`src/rtl/stg_ma.sv`:
```
// Memory-address stage: builds the effective address, steers it onto one of two
// memory ports (alternating r_mp) and registers the instruction toward MO.
// Optional capability bounds checking is compiled in with `define MA_BOUNDS_CHECK_EN.
module stg_ma #(
   parameter int SIZE_ADDR = 48,
   parameter int SIZE_DATA = 24,
   parameter int SIZE_OPC  = 6,
   parameter int TGT_GP_W  = 5,
   parameter int TGT_SR_W  = 3,
   parameter int TGT_AR_W  = 3
) (
   input  logic                 iw_clk,
   input  logic                 iw_rst,
   input  logic [SIZE_ADDR-1:0] iw_pc,
   output logic [SIZE_ADDR-1:0] ow_pc,
   input  logic [SIZE_DATA-1:0] iw_instr,
   output logic [SIZE_DATA-1:0] ow_instr,
   input  logic [SIZE_OPC-1:0]  iw_opc,
   output logic [SIZE_OPC-1:0]  ow_opc,
   input  logic [SIZE_OPC-1:0]  iw_root_opc,
   output logic [SIZE_OPC-1:0]  ow_root_opc,
   input  logic [TGT_GP_W-1:0]  iw_tgt_gp,
   input  logic                 iw_tgt_gp_we,
   output logic [TGT_GP_W-1:0]  ow_tgt_gp,
   output logic                 ow_tgt_gp_we,
   input  logic [TGT_SR_W-1:0]  iw_tgt_sr,
   input  logic                 iw_tgt_sr_we,
   output logic [TGT_SR_W-1:0]  ow_tgt_sr,
   output logic                 ow_tgt_sr_we,
   input  logic [TGT_AR_W-1:0]  iw_tgt_ar,
   input  logic                 iw_tgt_ar_we,
   output logic [TGT_AR_W-1:0]  ow_tgt_ar,
   output logic                 ow_tgt_ar_we,
   input  logic [SIZE_DATA-1:0] iw_result,
   output logic [SIZE_DATA-1:0] ow_result,
   input  logic [SIZE_ADDR-1:0] iw_sr_result,
   output logic [SIZE_ADDR-1:0] ow_sr_result,
   input  logic [SIZE_ADDR-1:0] iw_ar_result,
   output logic [SIZE_ADDR-1:0] ow_ar_result,
   input  logic [SIZE_ADDR-1:0] iw_ea_base,
   input  logic [SIZE_DATA-1:0] iw_ea_off,
   input  logic [SIZE_ADDR-1:0] iw_cap_base,
   input  logic [SIZE_ADDR-1:0] iw_cap_len,
   input  logic                 iw_stall,
   input  logic                 iw_flush,
   output logic [SIZE_ADDR-1:0] ow_mem_addr [0:1],
   output logic                 ow_mem_re [0:1],
   output logic                 ow_mem_mp,
   output logic                 ow_trap_pending,
   output logic [SIZE_ADDR-1:0] ow_trap_addr
);

   localparam logic [SIZE_OPC-1:0] OPC_NOP    = SIZE_OPC'(6'h00);
   localparam logic [SIZE_OPC-1:0] OPC_LDCSO  = SIZE_OPC'(6'h10);
   localparam logic [SIZE_OPC-1:0] OPC_STCSO  = SIZE_OPC'(6'h11);
   localparam logic [SIZE_OPC-1:0] OPC_STUI   = SIZE_OPC'(6'h12);
   localparam logic [SIZE_OPC-1:0] OPC_STSI   = SIZE_OPC'(6'h13);
   localparam logic [SIZE_OPC-1:0] OPC_SRLDSO = SIZE_OPC'(6'h14);
   localparam logic [SIZE_OPC-1:0] OPC_SRSTSO = SIZE_OPC'(6'h15);

   logic                 r_mp;
   logic                 mem_op;
   logic                 is_load;
   logic                 two_word;
   logic                 trap;
   logic                 trap_live;
   logic                 squash;
   logic [SIZE_ADDR-1:0] ea;

   assign ea = iw_ea_base + {{(SIZE_ADDR-SIZE_DATA){iw_ea_off[SIZE_DATA-1]}}, iw_ea_off};

   always_comb begin
      mem_op   = 1'b0;
      is_load  = 1'b0;
      two_word = 1'b0;
      case (iw_opc)
         OPC_LDCSO:                       begin mem_op = 1'b1; is_load = 1'b1; end
         OPC_STCSO, OPC_STUI, OPC_STSI:   mem_op = 1'b1;
         OPC_SRLDSO: begin mem_op = 1'b1; is_load = 1'b1; two_word = 1'b1; end
         OPC_SRSTSO: begin mem_op = 1'b1; two_word = 1'b1; end
         default: ;
      endcase
   end

`ifdef MA_BOUNDS_CHECK_EN
   // 49-bit arithmetic so a window or access reaching 2^48 compares correctly.
   logic [SIZE_ADDR:0] ea_end;
   logic [SIZE_ADDR:0] cap_end;
   logic               below;
   logic               above;
   logic               wraps;

   assign ea_end  = {1'b0, ea} + (two_word ? (SIZE_ADDR+1)'(2) : (SIZE_ADDR+1)'(1));
   assign cap_end = {1'b0, iw_cap_base} + {1'b0, iw_cap_len};
   assign below   = ({1'b0, ea} < {1'b0, iw_cap_base});
   assign above   = (ea_end > cap_end);
   assign wraps   = two_word & (&ea);
   assign trap    = mem_op & (below | above | wraps);
`else
   logic unused_cap;
   assign unused_cap = ^{iw_cap_base, iw_cap_len, two_word};
   assign trap       = 1'b0;
`endif

   assign squash    = iw_flush | trap;
   assign trap_live = trap & ~iw_flush;

   // Only the port selected by r_mp carries the access; reset blanks both at once.
   genvar gi;
   generate
      for (gi = 0; gi < 2; gi++) begin : g_port
         logic sel;
         assign sel             = mem_op & ~iw_rst & (r_mp == 1'(gi));
         assign ow_mem_addr[gi] = sel ? ea : '0;
         assign ow_mem_re[gi]   = sel & is_load & ~iw_stall & ~trap;
      end
   endgenerate

   always_ff @(posedge iw_clk or posedge iw_rst) begin
      if (iw_rst) begin
         r_mp            <= 1'b0;
         ow_mem_mp       <= 1'b0;
         ow_pc           <= '0;
         ow_instr        <= '0;
         ow_opc          <= OPC_NOP;
         ow_root_opc     <= OPC_NOP;
         ow_tgt_gp       <= '0;
         ow_tgt_gp_we    <= 1'b0;
         ow_tgt_sr       <= '0;
         ow_tgt_sr_we    <= 1'b0;
         ow_tgt_ar       <= '0;
         ow_tgt_ar_we    <= 1'b0;
         ow_result       <= '0;
         ow_sr_result    <= '0;
         ow_ar_result    <= '0;
         ow_trap_pending <= 1'b0;
         ow_trap_addr    <= '0;
      end else if (!iw_stall) begin
         r_mp            <= ~r_mp;
         ow_mem_mp       <= r_mp;
         ow_pc           <= iw_pc;
         ow_instr        <= iw_instr;
         ow_opc          <= squash ? OPC_NOP : iw_opc;
         ow_root_opc     <= iw_flush ? OPC_NOP : iw_root_opc;
         ow_tgt_gp       <= iw_tgt_gp;
         ow_tgt_gp_we    <= iw_tgt_gp_we & ~squash;
         ow_tgt_sr       <= iw_tgt_sr;
         ow_tgt_sr_we    <= iw_tgt_sr_we & ~squash;
         ow_tgt_ar       <= iw_tgt_ar;
         ow_tgt_ar_we    <= iw_tgt_ar_we & ~squash;
         ow_result       <= iw_result;
         ow_sr_result    <= iw_sr_result;
         ow_ar_result    <= iw_ar_result;
         ow_trap_pending <= trap_live;
         ow_trap_addr    <= trap_live ? ea : '0;
      end
   end

endmodule

```
`config.mk`:
```
export PLATFORM = sky130hd
export DESIGN_NAME = stg_ma
export DESIGN_NICKNAME = d
export VERILOG_FILES = /design/src/rtl/stg_ma.sv
export SDC_FILE = /design/constraint.sdc
export NUM_CORES = 1
export LEC_CHECK = 0
export CORE_AREA = 2 2 295 297
export DETAILED_ROUTE_END_ITERATION = 16
export DIE_AREA = 0 0 297 299
export PLACE_DENSITY_LB_ADDON = 0.12
export RECOVER_POWER = 50
export SYNTH_ARGS = -nofsm -noshare
export SYNTH_HDL_FRONTEND = slang
export SYNTH_SLANG_ARGS = --single-unit
```
`constraint.sdc`:
```
create_clock -name iw_clk -period 22.2 [get_ports iw_clk]
set_input_delay 4.44 -clock iw_clk [delete_from_list [all_inputs] [get_ports iw_clk]]
set_output_delay 4.44 -clock iw_clk [all_outputs]
set_load 0.05 [all_outputs]
```
==> flow_summary_export.csv <==
group,metric,value,unit
clock_network,maximum_level_of_the_cts_h_tree,1,
placed_design,dpl.hpwl,42400,um
routing,detailroute.via_count,10300,
placed_design,gpl.final_weighted_congestion,0.798,
clock_network,cts_setup_buffers,0,
setup_path,slowest_delay,4.77,ns
power_and_ir_drop,power-per-cell-area,74.0,nW/um^2
global_routing,grt.total_usage,11.7,%
setup_path,worst_path_max_delay_cell,"clkbuf_1",
routing,via_per_inst,3.67,
yosys,post_synth_num_cell_types,65,
die,die_h,299,um
yosys,ys_seq_elements,220,
finish,final_area,20000,um^2
routing,dr.pass1.iters,6,
placed_design,io_buffer_count,610,
power_and_ir_drop,vdd_drop_max,0.0659,mV
clock_network,cts.clk_slew.worst_paths,0.05,ns
setup_path,timing.critical_path.cells,"dlygate4sd3_1 > clkinvlp_2 > clkbuf_1",
die,pin_count,756,
yosys,seq_area_frac_synth,47.0,%
clock_network,clock-root-buffer,"clkbuf_16",
die,start_util,13.6,%
global_routing,grt_pass1_wl,77700,um
yosys,ranking_of_synthesized_cells_by_area,"dfrtp_1 47%, mux2_2 20%, ha_1 5.0%, nor2_1 3.7%, buf_4 3.1%",
finish,number_of_standard_cells_in_the_final_layout_excluding_fillers,2819,
timing,rsz0062_at_grt,"no",
finish,mostFrequentLayoutCell,"clkdlybuf4s50_1",
yosys,synth_largest_type_area_fraction,47.0,%
yosys,synthFlopType,"dfrtp_1",
setup_path,worstSetupPathType,"input port to asynchronous set/reset pin",
yosys,synthesis.area,11700,um^2
timing,relative_slew_margins,-341,%
clock_network,cts_tree,"yes",
run_status,status,"finished with violations",
clock_network,cts_buffers,30,
routing,first_iter_violations,350,
timing,setup_viol_count_final,0,
finish,area_delta_synth_final,70.5,%
clock_network,cts-root-to-sink-buffers,3,
routing,wirelength,53900,um
routing,antenna_left,0,
finish,fin_nets,2074,
setup_path,cp.required,21.26,ns
setup_path,timing.critical_path.to_type,"asynchronous set/reset pin",
yosys,synth-edff-count,0,
power_and_ir_drop,p_leak,7.91,nW
yosys,syn_inst,1036,
placed_design,placed_area,19000,um^2
yosys,yosys_warnings,0,
worst_hold_path,timing.hold.worst.class,"flip-flop to flip-flop",
run_status,failed_checks,"max-capacitance violations, max-slew violations",
timing,fmax,72.1,MHz
timing,layout_min_cycle_time,13.86,ns
setup_path,crit_path_start_kind,"input port",
die,core,85900,um^2
worst_hold_path,hold_path_origin,"ow_sr_result[23]",
finish,drive_above_1_share,17.4,%
finish,mostFrequentLayoutCells,"594 x clkdlybuf4s50_1, 220 x dfrtp_1, 203 x mux2_2",
setup_path,critical_path_arrival,12.92,ns
timing,worst_slew_pin_slew,6.61,ns
run,max-cap-violations,5,
yosys,post_synth_top_area_cell,"dfrtp_1",
die,dieWidth,297,um
global_routing,grt_pass1_vias,11200,
timing,finalMaxSlewViolations,377,
routing,wl_per_cell,19.1,um
yosys,syn_area_per_cell,11.3,um^2
die,fp.dieArea,88800,um^2
yosys,synth-async-reset-ratio,100,%
timing,clock-skew-final,0.000299,ns
timing,timing.final.crit_share,62.4,%
global_routing,number_of_antenna_violations_at_the_first_check_in_global_routing,15,
clock_network,postCtsHoldBufs,0,
timing,timing.final.hold_violations,0,
clock_network,clock_latency_at_the_later_pin_of_the_worst_skew_pair,0.56,ns
setup_path,cp-startpoint,"iw_rst",
placed_design,dp_cells,2759,
setup_path,path_max_fanout,113,
setup_path,regToRegStartpoint,"r_mp",
timing,setup_total_negative_slack,0,ns
routing,drt_drc_violations_left,0,
global_routing,grt_max_degree,114,
clock_network,cts_num_sinks,220,
die,std_cell_rows,108,
global_routing,grt_remaining_overflow,0,
timing,final.hold.worst_slack,0.497,ns
clock_network,cts_repair_resize_count,0,
[Yosys cell counts (3+ instances only)]
| master | n |
|---|---|
| nor2_1 | 116 |
| and3_1 | 5 |
| dfrtp_1 | 220 |
| buf_4 | 49 |
| xor2_1 | 15 |
| a21oi_1 | 48 |
| o211ai_1 | 3 |
| o21ai_0 | 23 |
| inv_1 | 20 |
| nor3b_1 | 4 |
| o31ai_1 | 3 |
| ha_1 | 47 |
| nand4_1 | 10 |
| nand2_1 | 40 |
| nor3_1 | 18 |
| nand3_1 | 10 |
| mux2_2 | 203 |
| a211oi_2 | 3 |
| o21ai_1 | 10 |
| a22o_1 | 14 |
| buf_2 | 8 |
| clkbuf_1 | 40 |
| a21oi_2 | 6 |
| o21bai_1 | 11 |
| a31oi_1 | 4 |
| and4_1 | 3 |
| nor3b_2 | 3 |
| nand2b_1 | 4 |
| a21o_1 | 23 |
| xnor2_1 | 26 |
| nor2b_1 | 3 |
[worst max-delay path, delay by kind of cell]
family                 cells  cell delay, ns
buffers and inverters      3            8.17
[through the flow]
| stage | worst slack (ns) | power, mW | util [%] |
|---|---|---|---|
| after floorplan | 10.37 | 0.783 | - |
| after global placement | 9.01 | 0.985 | 22.1 |
| after detailed placement | 9.01 | 0.985 | 22.1 |
| after CTS | 9.00 | 1.51 | 23.3 |
| after global routing | 6.06 | 1.56 | 23.2 |
| final | 8.34 | 1.48 | 23.2 |
[cell type report]
| cell class | count | area, um^2 |
|---|---|---|
| multi-input cells | 746 | 5750 |
| fillers | 9253 | 66000 |
| flip-flops and latches | 220 | 5510 |
| well taps | 1155 | 1450 |
| repair buffers | 618 | 6140 |
| inverters | 20 | 76.3 |
| diodes | 4 | 10.0 |
| clock buffers | 48 | 950 |
| clock inverters | 8 | 76.3 |
[sequential cells by signal, indices dropped and copies added (netlist names), 3 cells and up]
signal	cells
ow_opc	6
ow_result	24
ow_tgt_ar	3
ow_root_opc	6
ow_sr_result	48
ow_tgt_gp	5
ow_tgt_sr	3
ow_instr	24
ow_ar_result	48
ow_pc	48
[path summary, 6_finish.rpt]
kind | cells after the start | slack [ns] | to
min in group asynchronous | 2 | 5.87 | ow_opc[1]
setup / recovery | 3 | 8.34 | ow_sr_result[37]
hold / removal | 1 | 0.50 | ow_sr_result[23]
max in group iw_clk | 13 | 9.08 | ow_mem_addr[95]
setup reg to reg | 2 | 21.33 | ow_mem_mp
hold reg to reg | 1 | 0.50 | ow_sr_result[23]
[routing by layer]
layer	up-vias	wire length, um	track usage [%]
met4	18	1130	2.67
met1	4974	19400	12.2
met2	502	26800	20.8
met3	76	6490	6.11
li1	4772	-	-
met5	-	114	0
[kinds of logic (layout without fill, tap and decap cells)]
group / count (synthesis) / in the layout / share of synthesized area (%)
and+or+nand+nor: 231 / 231 / 9.25
buffers and inverters: 118 / 694 / 5.44
xor gates and xnor gates: 41 / 41 / 3.07
muxes: 203 / 203 / 19.5
DFF: 220 / 220 / 47.0
other: 1 / 53 / 0.0320
adders and majority gates: 48 / 48 / 5.19
AOI/OAI and AO/OA: 174 / 174 / 10.5
[power breakdown]
group          total (mW)  switching [mW]  internal (mW)
sequential          0.463          0.0210          0.442
combinational       0.508           0.318          0.190
clock               0.505           0.202          0.303
total                1.48           0.541          0.935
Power figures use the tool's default switching activity.
